[src/rtl/sdram_port_arbiter.sv]
// sdram_port_arbiter: round-robin share of the SDRAM controller request port.
// An in-order tag FIFO routes each controller ack back to its requester.
module sdram_port_arbiter #(
    parameter int NUM_PORTS       = 3,
    parameter int MAX_OUTSTANDING = 4
) (
    input  logic                     clk_i,
    input  logic                     rst_i,
    input  logic [4*NUM_PORTS-1:0]   req_wr_i,
    input  logic [NUM_PORTS-1:0]     req_rd_i,
    input  logic [32*NUM_PORTS-1:0]  req_addr_i,
    input  logic [32*NUM_PORTS-1:0]  req_write_data_i,
    output logic [NUM_PORTS-1:0]     req_accept_o,
    output logic [NUM_PORTS-1:0]     req_ack_o,
    output logic [NUM_PORTS-1:0]     req_error_o,
    output logic [31:0]              req_read_data_o,
    output logic [3:0]               inport_wr_o,
    output logic                     inport_rd_o,
    output logic [31:0]              inport_addr_o,
    output logic [31:0]              inport_write_data_o,
    input  logic                     inport_accept_i,
    input  logic                     inport_ack_i,
    input  logic                     inport_error_i,
    input  logic [31:0]              inport_read_data_i,
    output logic                     spurious_ack_o
);

    localparam int PW = (NUM_PORTS > 2) ? 2 : 1;
    localparam int AW = $clog2(MAX_OUTSTANDING);
    localparam int CW = AW + 1;

    typedef enum logic {
        IDLE  = 1'b0,
        GRANT = 1'b1
    } state_t;

    state_t         state_q;
    logic [PW-1:0]  grant_q;
    logic [PW-1:0]  last_q;
    logic [PW-1:0]  tag_q [MAX_OUTSTANDING];
    logic [AW-1:0]  wr_ptr_q;
    logic [AW-1:0]  rd_ptr_q;
    logic [CW-1:0]  count_q;
    logic [CW-1:0]  count_d;
    logic           spurious_q;

    logic [NUM_PORTS-1:0] port_req;
    logic [3:0]           wr_a    [NUM_PORTS];
    logic [31:0]          addr_a  [NUM_PORTS];
    logic [31:0]          wdata_a [NUM_PORTS];

    for (genvar p = 0; p < NUM_PORTS; p++) begin : g_port
        assign wr_a[p]     = req_wr_i[4*p +: 4];
        assign addr_a[p]   = req_addr_i[32*p +: 32];
        assign wdata_a[p]  = req_write_data_i[32*p +: 32];
        assign port_req[p] = req_rd_i[p] | (|req_wr_i[4*p +: 4]);
    end

    logic          pick_vld;
    logic [PW-1:0] pick_idx;
    int            idx;

    // Search upward from the port after the last winner.
    always_comb begin
        pick_vld = 1'b0;
        pick_idx = '0;
        idx      = 0;
        for (int i = 1; i <= NUM_PORTS; i++) begin
            idx = (int'(last_q) + i) % NUM_PORTS;
            if (!pick_vld && port_req[idx]) begin
                pick_vld = 1'b1;
                pick_idx = PW'(idx);
            end
        end
    end

    logic                 in_grant;
    logic                 room;
    logic                 push;
    logic                 pop;
    logic [PW-1:0]        head;
    logic [NUM_PORTS-1:0] gnt_oh;
    logic [NUM_PORTS-1:0] head_oh;

    assign in_grant = (state_q == GRANT);
    assign room     = (count_q < CW'(MAX_OUTSTANDING));
    assign push     = in_grant && inport_accept_i;
    assign pop      = inport_ack_i && (count_q != '0);
    assign head     = tag_q[rd_ptr_q];
    assign gnt_oh   = NUM_PORTS'(1) << grant_q;
    assign head_oh  = NUM_PORTS'(1) << head;

    always_comb begin
        count_d = count_q;
        case ({push, pop})
            2'b10:   count_d = count_q + CW'(1);
            2'b01:   count_d = count_q - CW'(1);
            default: count_d = count_q;
        endcase
    end

    always_ff @(posedge clk_i) begin
        if (rst_i) begin
            state_q <= IDLE;
            grant_q <= '0;
            last_q  <= PW'(NUM_PORTS - 1);
        end else begin
            case (state_q)
                IDLE: begin
                    if (pick_vld && room) begin
                        grant_q <= pick_idx;
                        state_q <= GRANT;
                    end
                end
                GRANT: begin
                    if (inport_accept_i) begin
                        last_q  <= grant_q;
                        state_q <= IDLE;
                    end else if (!port_req[grant_q]) begin
                        state_q <= IDLE;
                    end
                end
                default: state_q <= IDLE;
            endcase
        end
    end

    always_ff @(posedge clk_i) begin
        if (rst_i) begin
            wr_ptr_q   <= '0;
            rd_ptr_q   <= '0;
            count_q    <= '0;
            spurious_q <= 1'b0;
        end else begin
            if (push) begin
                wr_ptr_q <= wr_ptr_q + AW'(1);
            end
            if (pop) begin
                rd_ptr_q <= rd_ptr_q + AW'(1);
            end
            count_q <= count_d;
            if (inport_ack_i && (count_q == '0)) begin
                spurious_q <= 1'b1;
            end
        end
    end

    always_ff @(posedge clk_i) begin
        if (push) begin
            tag_q[wr_ptr_q] <= grant_q;
        end
    end

    assign inport_rd_o         = in_grant & req_rd_i[grant_q];
    assign inport_wr_o         = in_grant ? wr_a[grant_q] : 4'h0;
    assign inport_addr_o       = in_grant ? addr_a[grant_q] : 32'h0;
    assign inport_write_data_o = in_grant ? wdata_a[grant_q] : 32'h0;

    assign req_accept_o    = push ? gnt_oh : '0;
    assign req_ack_o       = pop ? head_oh : '0;
    assign req_error_o     = (pop && inport_error_i) ? head_oh : '0;
    assign req_read_data_o = inport_read_data_i;
    assign spurious_ack_o  = spurious_q;

endmodule

[config.mk]
export PLATFORM = sky130hd
export DESIGN_NAME = sdram_port_arbiter
export DESIGN_NICKNAME = d
export VERILOG_FILES = /design/src/rtl/sdram_port_arbiter.sv
export SDC_FILE = /design/constraint.sdc
export NUM_CORES = 1
export LEC_CHECK = 0
export CAP_MARGIN = 30
export CORE_AREA = 3 3 137 139
export CTS_CLUSTER_DIAMETER = 200
export DETAILED_ROUTE_END_ITERATION = 8
export DIE_AREA = 0 0 140 142
export DONT_BUFFER_PORTS = 1
export PLACE_DENSITY = 0.32
export SLEW_MARGIN = 20
export SYNTH_ARGS = -nofsm -noshare
export SYNTH_HDL_FRONTEND = slang
export SYNTH_SLANG_ARGS = --single-unit
[constraint.sdc]
create_clock -name clk_i -period 4.1 [get_ports clk_i]
set_clock_uncertainty 0.05 [all_clocks]
set_input_delay 0.615 -clock clk_i [delete_from_list [all_inputs] [get_ports clk_i]]
set_output_delay 0.615 -clock clk_i [all_outputs]
set_load 0.01 [all_outputs]
==> results.sh <==
export IMPL_outcome="finished clean"
export IMPL_path_class="reg2out"
export IMPL_critical_path_arrival_ns=2.18
export IMPL_portBuffers=0
export IMPL_cts_setup_buffers=0
export IMPL_drtPass1Iterations=4
export IMPL_fin_crit_sh=0.695
export IMPL_reg2reg_to="count_q[2]"
export IMPL_globalRouteOverflowTotal=0
export IMPL_r2r_start="count_q[2]"
export IMPL_clk_latency_ns=0.26
export IMPL_slowest_delay_ns=0.59
export IMPL_hold_violations=0
export IMPL_antenna_cells=0
export IMPL_powerDensity_nw_per_um2=300
export IMPL_grt_first_pass_wirelength_mm=18.6
export IMPL_synth_cell_type_count=40
export IMPL_wl_per_cell_um=20.3
export IMPL_setup_violations=0
export IMPL_detail_route_antenna_nets=0
export IMPL_hpwl_mm=10.5
export IMPL_root_buffer="clkbuf_16"
export IMPL_hold_path_class="in2reg"
export IMPL_die_x_um=140
export IMPL_antenna_found_initial=0
export IMPL_drt_total_wl_mm=13.1
export IMPL_die_h_um=142
export IMPL_ys_warnings_count=0
export IMPL_area_delta_synth_final_pct=1.10
export IMPL_power_leakage_nw=1.04
export IMPL_drive_gt1_frac=0.0576
export IMPL_p_total_mw=1.03
export IMPL_worstSetupEndpointType="primary output"
export IMPL_cts_hold_buf=0
export IMPL_worst_path_max_fanout=67
export IMPL_hp_start="rst_i"
export IMPL_worstPathCellList="nor2b_4 > buf_4 > nand2_1 > o21ai_0 > and2_1"
export IMPL_async_reset_ff_frac=0
export IMPL_cts_resized_gates=0
export IMPL_gp_congestion=0.817
export IMPL_num_vias=3071
export IMPL_yosysTopAreaCell="mux2i_1"
export IMPL_cp_start_kind="flop"
export IMPL_route_detailed_drc=0
export IMPL_slew_violations=0
export IMPL_cts_buffers=3
export IMPL_min_path_cells=1
export IMPL_syn_nets=730
export IMPL_nets=672
export IMPL_path_clk_slew_ns=0.07
export IMPL_start_util=0.192
export IMPL_tightest_slew_ns=0.712
export IMPL_clock_sinks=23
export IMPL_cts_max_path_buffers=2
export IMPL_timing_fmax_mhz=351
export IMPL_synth_main_ff_cell="dfxtp_1"
export IMPL_viasPerCell=4.75
export IMPL_critPathSlowestCell="buf_4"
export IMPL_h_tree_depth=1
export IMPL_synth_top_area_frac=0.203
export IMPL_finish_utilization=0.194
export IMPL_rows=49
export IMPL_grt_pass1_vias=3093
export IMPL_io_pins=355
export IMPL_reg2regPathDepth=9
export IMPL_first_iter_violations=160
export IMPL_dieArea_um2=19900
export IMPL_core_region_area_um2=17800
export IMPL_synth_edff_count=8
export IMPL_cts_tree="done"
export IMPL_cap_violations=0
export IMPL_rsz0062_at_grt="false"
export IMPL_gr_usage_all_layers=0.116
export IMPL_r2r_slack_ns=1.84
export IMPL_avgSynthCellArea_um2=7.16
export IMPL_required_ns=3.43
export IMPL_synth_cells=476
export IMPL_ys_seq_area_frac=0.159
export IMPL_synth_cell_area_um2=3410
export IMPL_slew_headroom=0.526
export IMPL_period_needed_ns=2.85
export IMPL_min_to="in_grant"
export IMPL_ys_ff_latch=23
export IMPL_final_setup_tns_ns=0
export IMPL_ir_worst_vdd_mv=0.320
export IMPL_synth_area_leaders="mux2i_1 (20%), and2_1 (13%), o21ai_0 (11%)"
export IMPL_grt_max_degree=80
-- Yosys cell counts, types with 4 or more instances --
library cell and number:
o21ai_0 72, buf_4 32, dfxtp_1 15, nor2_1 17, inv_1 10, nor3_1 6, and2_1 71, and3_1 6
nand2_1 75, ha_1 9, buf_2 6, mux2i_1 69, nor2b_1 4, clkbuf_1 28, edfxtp_1 8, a21oi_1 11
-- metal layers --
layer,part of all wire,track usage,up-vias
met5,0,0,-
met4,0.012,0.0163,0
met3,0.071,0.0282,16
met2,0.53,0.214,158
met1,0.38,0.141,1436
li1,-,-,1461
-- worst max path at each step --
stage	depth (start not counted)	endpoint	startpoint	slack, ns
after floorplan	8	count_q[2]	inport_accept_i	1.84
after global placement	5	inport_write_data_o[28]	grant_q[0]	1.51
after detailed placement	5	inport_write_data_o[28]	grant_q[0]	1.48
after CTS	5	inport_write_data_o[28]	grant_q[0]	1.19
after global routing	5	inport_write_data_o[28]	grant_q[0]	1.08
final	5	inport_write_data_o[28]	grant_q[0]	1.25
-- logic make-up (layout without fill, tap and decap cells) --
| logic type | count (synthesis) | after routing | share of synthesized area |
|---|---|---|---|
| simple gates | 194 | 194 | 0.293 |
| buf+inv | 78 | 19 | 0.123 |
| compound gates | 95 | 95 | 0.157 |
| mux | 71 | 71 | 0.216 |
| flops | 23 | 23 | 0.159 |
| xor+xnor | 5 | 5 | 0.0129 |
| fa+ha+maj | 10 | 10 | 0.0389 |
-- cell usage in the layout (no fill, tap or decap), drive strengths merged, types with 2 or more instances in the layout --
cell | synthesis | final
a211oi | 2 | 2
a21oi | 11 | 11
a31oi | 2 | 2
and2 | 71 | 71
and3 | 6 | 6
buf | 40 | 5
clkbuf | 28 | 3
dfxtp | 15 | 15
edfxtp | 8 | 8
ha | 9 | 9
inv | 10 | 10
mux2i | 69 | 69
mux4 | 2 | 2
nand2 | 75 | 75
nand2b | 2 | 2
nand3 | 3 | 3
nand3b | 2 | 2
nor2 | 18 | 18
nor2b | 4 | 4
nor3 | 6 | 6
o21ai | 74 | 74
o41ai | 2 | 2
or4 | 4 | 4
xnor2 | 2 | 2
xor2 | 3 | 3
-- state kept, by name, indices dropped and copies added, names as in the netlist, named ones only --
register and count:
grant_q 2, spurious_ack_o 1, tag_q 8, rd_ptr_q 2, count_q 3, last_q 2
in_grant 1, wr_ptr_q 2
-- final cells by class --
cell class	instances	area, µm²
Clock buffer	3	75.1
Clock inverter	1	7.51
Fill cell	2030	14300
Inverter	10	37.5
Multi-Input combinational cell	375	2450
Sequential cell	23	547
Tap cell	229	287
Timing Repair Buffer	5	37.5
-- power by group --
part           switching, mW  leakage (nW)  total (mW)  internal, mW
clock network         0.0807        0.0371       0.213         0.132
registers             0.0397         0.200       0.309         0.269
logic                  0.309         0.803       0.511         0.202
total                  0.429          1.04        1.03         0.604
-- metrics by stage --
step / instance area, µm² / setup WS, ns / std cells / hold slack [ns]
2_1_floorplan: 3410 / 1.84 / 476 / 0.413
3_3_place_gp: 3360 / 1.51 / 642 / 0.436
3_5_place_dp: 3360 / 1.48 / 642 / 0.440
4_1_cts: 3440 / 1.19 / 646 / 0.362
5_1_grt: 3440 / 1.08 / 646 / 0.355
6_report: 3440 / 1.25 / 646 / 0.371
-- worst max-delay path: cells and delay by family (launching register included) --
family,cells,cell delay [ns]
AOI/OAI and AO/OA,1,0.22
buffers and inverters,1,0.59
DFF,1,0.50
and+or+nand+nor,3,0.61
No activity file was read; power rests on OpenSTA's default activity.
